<file path="src/rtl/control_pkg.sv">
// Shared encodings for the multi-cycle RV32I control unit: states, ALU codes,
// datapath select values and the opcodes the decoder recognises.
package control_pkg;

  localparam logic [3:0] ST_FETCH     = 4'd0;
  localparam logic [3:0] ST_DECODE    = 4'd1;
  localparam logic [3:0] ST_MEM_ADDR  = 4'd2;
  localparam logic [3:0] ST_MEM_READ  = 4'd3;
  localparam logic [3:0] ST_MEM_WB    = 4'd4;
  localparam logic [3:0] ST_MEM_WRITE = 4'd5;
  localparam logic [3:0] ST_EXEC_R    = 4'd6;
  localparam logic [3:0] ST_EXEC_I    = 4'd7;
  localparam logic [3:0] ST_ALU_WB    = 4'd8;
  localparam logic [3:0] ST_BRANCH    = 4'd9;
  localparam logic [3:0] ST_JALR_ADDR = 4'd10;
  localparam logic [3:0] ST_JUMP      = 4'd11;
  localparam logic [3:0] ST_HALT      = 4'd12;

  localparam logic [3:0] ALU_ADD     = 4'b0000;
  localparam logic [3:0] ALU_SUB     = 4'b0001;
  localparam logic [3:0] ALU_AND     = 4'b0010;
  localparam logic [3:0] ALU_OR      = 4'b0011;
  localparam logic [3:0] ALU_XOR     = 4'b0100;
  localparam logic [3:0] ALU_SLT     = 4'b0101;
  localparam logic [3:0] ALU_SLTU    = 4'b0110;
  localparam logic [3:0] ALU_SLL     = 4'b0111;
  localparam logic [3:0] ALU_SRL     = 4'b1000;
  localparam logic [3:0] ALU_SRA     = 4'b1001;
  localparam logic [3:0] ALU_INVALID = 4'b1111;

  typedef enum logic [1:0] {SRC_A_PC, SRC_A_OLD_PC, SRC_A_RS1, SRC_A_ZERO} src_a_t;
  typedef enum logic [1:0] {SRC_B_RS2, SRC_B_IMM, SRC_B_FOUR} src_b_t;
  typedef enum logic [2:0] {IMM_I, IMM_S, IMM_B, IMM_J, IMM_U} imm_t;
  typedef enum logic [1:0] {WB_ALU_RESULT, WB_MEM_DATA, WB_ALU_OUT} wb_t;
  typedef enum logic [1:0] {CLS_OTHER, CLS_R, CLS_I, CLS_BRANCH} op_class_t;

  localparam logic [6:0] OP_LOAD   = 7'b0000011;
  localparam logic [6:0] OP_STORE  = 7'b0100011;
  localparam logic [6:0] OP_R      = 7'b0110011;
  localparam logic [6:0] OP_IMM    = 7'b0010011;
  localparam logic [6:0] OP_LUI    = 7'b0110111;
  localparam logic [6:0] OP_AUIPC  = 7'b0010111;
  localparam logic [6:0] OP_BRANCH = 7'b1100011;
  localparam logic [6:0] OP_JAL    = 7'b1101111;
  localparam logic [6:0] OP_JALR   = 7'b1100111;

endpackage

</file>
<file path="src/rtl/alu_decoder.sv">
// Combinational func3/func7 decode to an ALU operation for register, immediate
// and branch instructions, flagging encodings that are not part of RV32I.
module alu_decoder
  import control_pkg::*;
(
  input  op_class_t   op_class,
  input  logic [2:0]  func3,
  input  logic [6:0]  func7,
  output logic [3:0]  alu_control,
  output logic        illegal
);

  always_comb begin
    alu_control = ALU_ADD;
    illegal     = 1'b0;
    case (op_class)
      CLS_R, CLS_I: begin
        case (func3)
          3'b000: alu_control = (op_class == CLS_R && func7[5]) ? ALU_SUB : ALU_ADD;
          3'b001: alu_control = ALU_SLL;
          3'b010: alu_control = ALU_SLT;
          3'b011: alu_control = ALU_SLTU;
          3'b100: alu_control = ALU_XOR;
          3'b101: alu_control = func7[5] ? ALU_SRA : ALU_SRL;
          3'b110: alu_control = ALU_OR;
          3'b111: alu_control = ALU_AND;
        endcase
        // For OP-IMM the upper bits are immediate data except on the shifts.
        if (op_class == CLS_R)
          illegal = !((func7 == 7'h00) ||
                      (func7 == 7'h20 && (func3 == 3'b000 || func3 == 3'b101)));
        else if (func3 == 3'b001)
          illegal = (func7 != 7'h00);
        else if (func3 == 3'b101)
          illegal = (func7 != 7'h00) && (func7 != 7'h20);
      end
      CLS_BRANCH: begin
        case (func3[2:1])
          2'b00: alu_control = ALU_SUB;
          2'b01: begin
            alu_control = ALU_INVALID;
            illegal     = 1'b1;
          end
          2'b10: alu_control = ALU_SLT;
          2'b11: alu_control = ALU_SLTU;
        endcase
      end
      default: ;
    endcase
  end

endmodule

</file>
<file path="src/rtl/multicycle_control.sv">
// Multi-cycle RV32I control FSM: fetch/decode/execute/memory/writeback over a
// shared memory port with a ready handshake; outputs are forced idle during rst.
module multicycle_control
  import control_pkg::*;
#(
  parameter bit WAIT_FOR_MEM    = 1'b1,
  parameter bit TRAP_ON_ILLEGAL = 1'b1
) (
  input  logic       clk,
  input  logic       rst,
  input  logic [6:0] op,
  input  logic [2:0] func3,
  input  logic [6:0] func7,
  input  logic       alu_zero,
  input  logic       mem_ready,
  output logic       mem_req,
  output logic       mem_write,
  output logic       mem_addr_source,
  output logic       ir_write,
  output logic       pc_write,
  output logic       pc_source,
  output logic       reg_write,
  output logic [1:0] alu_src_a,
  output logic [1:0] alu_src_b,
  output logic [3:0] alu_control,
  output logic [2:0] imm_source,
  output logic [1:0] write_back_source,
  output logic       illegal_instr,
  output logic [3:0] dbg_state
);

  logic [3:0] state, state_next;
  op_class_t  op_class;
  logic [3:0] dec_alu;
  logic       dec_illegal, bad_instr, mem_rdy, br_taken;

  assign mem_rdy   = WAIT_FOR_MEM ? mem_ready : 1'b1;
  assign dbg_state = state;
  // BEQ/BNE test equality directly; the SLT-based compares invert the sense.
  assign br_taken  = func3[0] ^ (func3[2] ? !alu_zero : alu_zero);

  always_comb begin
    case (op)
      OP_R:      op_class = CLS_R;
      OP_IMM:    op_class = CLS_I;
      OP_BRANCH: op_class = CLS_BRANCH;
      default:   op_class = CLS_OTHER;
    endcase
  end

  alu_decoder u_alu_decoder (
    .op_class    (op_class),
    .func3       (func3),
    .func7       (func7),
    .alu_control (dec_alu),
    .illegal     (dec_illegal)
  );

  always_comb begin
    case (op)
      OP_LOAD:                 bad_instr = (func3 == 3'b011) || (func3[2:1] == 2'b11);
      OP_STORE:                bad_instr = func3[2] || (func3 == 3'b011);
      OP_JALR:                 bad_instr = (func3 != 3'b000);
      OP_R, OP_IMM, OP_BRANCH: bad_instr = dec_illegal;
      OP_LUI, OP_AUIPC, OP_JAL: bad_instr = 1'b0;
      default:                 bad_instr = 1'b1;
    endcase
  end

  always_ff @(posedge clk) begin
    if (rst) state <= ST_FETCH;
    else     state <= state_next;
  end

  always_comb begin
    state_next        = state;
    mem_req           = 1'b0;
    mem_write         = 1'b0;
    mem_addr_source   = 1'b0;
    ir_write          = 1'b0;
    pc_write          = 1'b0;
    pc_source         = 1'b0;
    reg_write         = 1'b0;
    alu_src_a         = SRC_A_PC;
    alu_src_b         = SRC_B_RS2;
    alu_control       = ALU_ADD;
    imm_source        = IMM_I;
    write_back_source = WB_ALU_RESULT;
    illegal_instr     = 1'b0;
    if (!rst) begin
      case (state)
        ST_FETCH: begin
          mem_req   = 1'b1;
          alu_src_b = SRC_B_FOUR;
          if (mem_rdy) begin
            ir_write   = 1'b1;
            pc_write   = 1'b1;
            state_next = ST_DECODE;
          end
        end
        ST_DECODE: begin
          alu_src_a  = SRC_A_OLD_PC;
          alu_src_b  = SRC_B_IMM;
          imm_source = (op == OP_JAL) ? IMM_J : IMM_B;
          if (bad_instr)
            state_next = TRAP_ON_ILLEGAL ? ST_HALT : ST_FETCH;
          else begin
            case (op)
              OP_LOAD, OP_STORE:       state_next = ST_MEM_ADDR;
              OP_R:                    state_next = ST_EXEC_R;
              OP_IMM, OP_LUI, OP_AUIPC: state_next = ST_EXEC_I;
              OP_BRANCH:               state_next = ST_BRANCH;
              OP_JAL:                  state_next = ST_JUMP;
              OP_JALR:                 state_next = ST_JALR_ADDR;
              default:                 state_next = ST_FETCH;
            endcase
          end
        end
        ST_MEM_ADDR: begin
          alu_src_a  = SRC_A_RS1;
          alu_src_b  = SRC_B_IMM;
          imm_source = (op == OP_STORE) ? IMM_S : IMM_I;
          state_next = (op == OP_STORE) ? ST_MEM_WRITE : ST_MEM_READ;
        end
        ST_MEM_READ, ST_MEM_WRITE: begin
          mem_req         = 1'b1;
          mem_addr_source = 1'b1;
          mem_write       = (state == ST_MEM_WRITE);
          if (mem_rdy) state_next = (state == ST_MEM_WRITE) ? ST_FETCH : ST_MEM_WB;
        end
        ST_MEM_WB: begin
          reg_write         = 1'b1;
          write_back_source = WB_MEM_DATA;
          state_next        = ST_FETCH;
        end
        ST_EXEC_R: begin
          alu_src_a   = SRC_A_RS1;
          alu_control = dec_alu;
          state_next  = ST_ALU_WB;
        end
        ST_EXEC_I: begin
          alu_src_b  = SRC_B_IMM;
          state_next = ST_ALU_WB;
          case (op)
            OP_LUI: begin
              alu_src_a  = SRC_A_ZERO;
              imm_source = IMM_U;
            end
            OP_AUIPC: begin
              alu_src_a  = SRC_A_OLD_PC;
              imm_source = IMM_U;
            end
            default: begin
              alu_src_a   = SRC_A_RS1;
              alu_control = dec_alu;
            end
          endcase
        end
        ST_ALU_WB: begin
          reg_write         = 1'b1;
          write_back_source = WB_ALU_OUT;
          state_next        = ST_FETCH;
        end
        ST_BRANCH: begin
          alu_src_a   = SRC_A_RS1;
          alu_control = dec_alu;
          pc_write    = br_taken;
          pc_source   = br_taken;
          state_next  = ST_FETCH;
        end
        ST_JALR_ADDR: begin
          alu_src_a  = SRC_A_RS1;
          alu_src_b  = SRC_B_IMM;
          state_next = ST_JUMP;
        end
        ST_JUMP: begin
          alu_src_a  = SRC_A_OLD_PC;
          alu_src_b  = SRC_B_FOUR;
          reg_write  = 1'b1;
          pc_write   = 1'b1;
          pc_source  = 1'b1;
          state_next = ST_FETCH;
        end
        ST_HALT: illegal_instr = 1'b1;
        default: state_next = ST_FETCH;
      endcase
    end
  end

endmodule

</file>
<file path="config.mk">
export PLATFORM = sky130hd
export DESIGN_NAME = multicycle_control
export DESIGN_NICKNAME = d
export VERILOG_FILES = /design/src/rtl/control_pkg.sv /design/src/rtl/alu_decoder.sv /design/src/rtl/multicycle_control.sv
export SDC_FILE = /design/constraint.sdc
export NUM_CORES = 1
export LEC_CHECK = 0
export ABC_AREA = 1
export BUFFER_PORTS_ARGS = -buffer_cell sky130_fd_sc_hd__buf_2
export CAP_MARGIN = 30
export CORE_ASPECT_RATIO = 1.25
export CORE_UTILIZATION = 51
export DETAILED_ROUTE_END_ITERATION = 10
export GPL_TIMING_DRIVEN = 1
export HOLD_SLACK_MARGIN = 0.06
export PLACE_DENSITY_LB_ADDON = 0.3
export SLEW_MARGIN = 30
export SYNTH_ARGS = -nofsm -noshare
export SYNTH_HDL_FRONTEND = slang
export SYNTH_SLANG_ARGS = --single-unit
</file>
<file path="constraint.sdc">
create_clock -name clk -period 3.08 [get_ports clk]
set_clock_uncertainty 0.2 [all_clocks]
set_input_delay 0.462 -clock clk [delete_from_list [all_inputs] [get_ports clk]]
set_output_delay 0.462 -clock clk [all_outputs]
set_load 0.05 [all_outputs]
</file>
After elaboration in Yosys (flattened, before gate mapping)
Cells that the tools add are included.

storage, ports and cells
  bits of input ports = 21
  register bits = 4
  logic and storage cells = 124
  output and inout bits = 25

cells by class
  muxes and demuxes = 52
  bitwise logic cells = 2
  eq/ne operators = 38
  reduce and logical (&&, ||, !) cells = 31

operator list
  kind                count
  $pmux 4 s8          1
  $eq 7x6->1 const B  4
  $pmux 4 s7          1
  $mux 1              24
  $pmux 4 s6          1
  $eq 7x7->1 const B  3
  $eq 4x4->1 const B  5
  $mux 4              5
  $eq 4x3->1 const B  4
  $pmux 4 s2          2
  $pmux 4 s4          1
  $reduce_or 2->1     8
  $reduce_or 3->1     5
  $eq 7x5->1 const B  2
  $eq 3x3->1 const B  4
  $mux 3              4
  $pmux 2 s2          3
  $pmux 2 s3          2
  $pmux 3 s3          1
  $eq 2x2->1 const B  4
  $eq 4x2->1 const B  2
  $reduce_or 4->1     2
  $eq 7x2->1 const B  1
  $logic_not 7->1     1
  other kinds (21)    33

Logic depth before layout (Yosys ltp)
  depth in word-level cells = 10
  mapped depth = 19
  gate-level depth less buffers = 19

Cells and area by module
From an unflattened synthesis, not the netlist that was laid out.

second synthesis, totals
  cell total of the unflattened synthesis = 210
  area, all modules = 1064.8 µm²

by module, submodules not included
  module              seq. area each (µm²)  times used  area each (µm²)  cells each
  multicycle_control  80.1                  1           835.8            164
  alu_decoder         0.0                   1           229.0            46

Least setup slack after synthesis
Ideal clock, no wire load.

  kind = register to output
  start point = reg state[3], in the netlist dbg_state[3]
  end point = out write_back_source[1]
  path slack = -26 ps
  arrival time = 2444 ps
  stages on the path, launching flop included = 3
  data required time = 2418 ps
  cell sequence = dfxtp_1 > inv_1 > nor4_1

on the way
  word-level cells in the longest chain between the ends = 3

ends and longest elaborated chain
  element                                          RTL line                  text
  from (decl)                                      multicycle_control.sv:32  logic [3:0] state, state_next;
  from (signal assigned)                           multicycle_control.sv:72  else state <= state_next;
  $eq 4x4->1 / $eq 4x3->1 (equally long branches)  multicycle_control.sv:91  case (state)
  $pmux 2 s2 *                                     multicycle_control.sv:91
  $mux 2 *                                         multicycle_control.sv:90  if (!rst) begin
  to (decl)                                        multicycle_control.sv:27  output logic [1:0] write_back_source,

Mark *: on every way between the ends. The rest lies on a longest branch, timed or not.

Worst setup path after layout
  start point = in op[1]
  end point = out alu_control[2]

on the way
  word-level cells in the longest chain between the ends = 8

ends and longest elaborated chain
  element                                          RTL line                   text
  from (decl)                                      multicycle_control.sv:11   input logic [6:0] op,
  $eq 7x7->1, or another cell as far along         multicycle_control.sv:43   case (op)
  $pmux 2 s3                                       multicycle_control.sv:43
  $eq 2x2->1 / $eq 2x1->1 (equally long branches)  alu_decoder.sv:16          case (op_class)
  $reduce_or 2->1                                  alu_decoder.sv:16
  $pmux 4 s2                                       alu_decoder.sv:16
  $mux 4                                           multicycle_control.sv:144  case (op)
  $pmux 4 s2 *                                     multicycle_control.sv:91
  $mux 4 *                                         multicycle_control.sv:90
  to (decl)                                        multicycle_control.sv:25   output logic [3:0] alu_control,

Marked as above.

==> metrics.yaml <==
status: "completed"
startpoint_type: "primary input"
fin_crit_ns: 2.867
globalRouteTotalUtil_pct: 26.70
slew_violations: 0
synth-async-reset-ratio_pct: 0
ant_nets: 0
r2r-start: "dbg_state[1]$_SDFFE_PP0P_"
antenna_found_initial: 0
drt-wirelength-per-cell_um: 10.69
synthDistinctLibCells: 33
cts_hold_buf: 0
leakage_uw: 0.0007423
rows: 17
synth-edff-count: 0
drt_iter0_markers: 29
fin_nets: 265
synthTopCellsByArea: "nand2_1 15%, nor2_1 12%, inv_1 11%, dfxtp_1 7.7%, nand3_1 7.2%"
synth.most_common_cell: "nand2_1"
r2r_setup_slack_ns: 1.29
report.final.setup_viol: 0
power_uw: 446.1
gp_congestion: 0.9281
fmax_mhz: 348.8
seq_area_frac_synth_pct: 7.729
critical_path_class: "primary input to primary output"
p_switching_uw: 265.0
io_pins: 46
post_cts_resize_count: 0
hold_class: "primary input to flop"
ys.flop_type: "dfxtp_1"
antenna_cells: 0
r2r_cells: 9
grt_start_max_net_pins: 17
synth_nets: 219
die_x_um: 42.31
fp.dieH_um: 52.39
worstPathRequired_ns: 2.42
io_buffers: 45
slew_headroom_pct: 78.21
tns_ns: 0
firstDrtPassIters: 4
sequentialPowerShare_pct: 16.0
grt_pass1_wl_um: 4574
first_global_vias: 1147
remaining_drc_errors: 0
cts-root-buf: "clkbuf_4"
overflow: 0
holdPathStages: 4
drt-total-wl_um: 2759
internal_power_uw: 181.2
start_util_pct: 56.63
peakVddDrop_v: 0.0002798
power_density_nw_per_um2: 344.2
post-route-period-util_pct: 93.08
power_frac_comb_pct: 69.3
r2r-end: "dbg_state[0]$_SDFFE_PP0P_"
cp_data_arrival_time_ns: 2.20
pwr-share-clk_pct: 14.7
setup.worst_path.end_class: "primary output"
netlist_area_um2: 1036
cts_tree: "built"
synth_cells: 195
fill_cells: 199
via_count: 1344
cts_buffer_depth: 2
startpoint: "op[1]"
worst_pin_slew_ns: 0.3256
cts_buffers: 3
cp_max_fo: 4
yosysTopAreaCell: "nand2_1"
synth_common_cells: "42 x nand2_1, 34 x nor2_1, 29 x inv_1"
post_cts_buffers: 0
p_sw_share_pct: 59.39
synth_top_cell_area_share_pct: 15.22
synth-seq-cells: 4
drive_gt1_share_pct: 31.38
core_um2: 1829
die-area_um2: 2217
syn_area_per_cell_um2: 5.313
cap_violations: 0
cts.sinks: 4
grt_setup_unrepaired: "no"
largest_reg_flops: 4
ys_warn_count: 0
hold_viol_final: 0
post_drt_via_cell_ratio: 5.209
place_hpwl_um: 2255
worstSetupEndpoint: "alu_control[2]"
clkTransAtPathRegs_ns: 0.04
clock_insertion_delay_worst_skew_ns: 0.24
cts-htree-levels: 1
area_growth_pct: 25.12
-- metal layers --
metal  routed length (µm)  share of wire [%]  up-vias  GRT usage (%)
li1                     -                  -      713              -
met5                    0                  0        -              0
met1                 1159                 42      592          27.98
met2                 1463                 53       35          50.77
met4                   29                1.1        0          13.02
met3                  106                3.8        4          4.483
-- worst max-delay path, cell delays in order --
cell	delay (ns)
buf_2	0.10
nand2_2	0.09
inv_1	0.09
nand2_4	0.10
nor2_4	0.05
nor2_4	0.17
inv_1	0.08
ha_1	0.33
inv_1	0.10
o21ai_0	0.10
a221oi_2	0.23
buf_2	0.29
-- metrics by stage --
stage          cell area (µm²)  instances  util [%]  hold WS [ns]  setup slack [ns]
6_report                  1296        258     70.86        0.3436            0.2132
5_1_grt                   1296        258     70.86        0.3371           0.01489
4_1_cts                   1296        258     70.86        0.3316            0.2112
3_5_place_dp              1274        255     69.63        0.3514            0.2100
3_3_place_gp              1274        255     69.63        0.3590            0.2387
2_1_floorplan             1042        195         -        0.4534            0.1118
-- area by class of cell --
type                       instances  area (µm²)  share of cell area, %
clock buffer                       3       22.52                  1.737
inverter                          36       135.1                  10.42
timing repair buffer              45       225.2                  17.37
sequential                         4       80.08                  6.178
multi-input combinational        151       809.5                  62.45
tap                               19       23.77                  1.834
-- power groups by stage --
stage	clock network [µW]	registers (µW)	logic, µW
finish	65.6	71.5	309
global route	79.3	73.1	333
CTS	71.7	71.3	307
detailed placement	0	72.1	306
global placement	0	72.3	306
floorplan	0	97.7	211
-- cells by family (layout without fill, tap and decap cells) --
logic type | count (synthesis) | count (layout) | share of synthesized area (%)
AOI/OAI and AO/OA | 35 | 35 | 21.98
xor gates and xnor gates | 2 | 2 | 1.691
adders and majority gates | 3 | 3 | 3.624
buffers and inverters | 40 | 84 | 14.73
DFF | 4 | 4 | 7.730
and+or+nand+nor | 111 | 111 | 50.24
-- cells in the final DEF (no fill, tap or decap), drive strengths merged --
cell type / netlist / routed
nand4: 2 / 2
nand3: 16 / 16
inv: 36 / 36
dfxtp: 4 / 4
o21ai: 13 / 13
ha: 3 / 3
nand2: 46 / 46
a21oi: 12 / 12
clkbuf: 3 / 3
xor2: 1 / 1
o21bai: 1 / 1
o211ai: 2 / 2
a22oi: 2 / 2
o21a: 1 / 1
nor3: 3 / 3
a31oi: 3 / 3
xnor2: 1 / 1
nor2: 43 / 43
a221oi: 1 / 1
nor4: 1 / 1
buf: 1 / 45
-- worst min path at each step --
stage	from	endpoint	slack (ns)
3_3_place_gp	dbg_state[2]$_SDFFE_PP0P_	dbg_state[2]$_SDFFE_PP0P_	0.36
4_1_cts	mem_ready	dbg_state[0]$_SDFFE_PP0P_	0.33
2_1_floorplan	mem_ready	dbg_state[0]$_SDFFE_PP0P_	0.45
5_1_grt	mem_ready	dbg_state[0]$_SDFFE_PP0P_	0.34
3_5_place_dp	dbg_state[2]$_SDFFE_PP0P_	dbg_state[2]$_SDFFE_PP0P_	0.35
6_report	mem_ready	dbg_state[0]$_SDFFE_PP0P_	0.34
(Power assumes the default switching activity.)
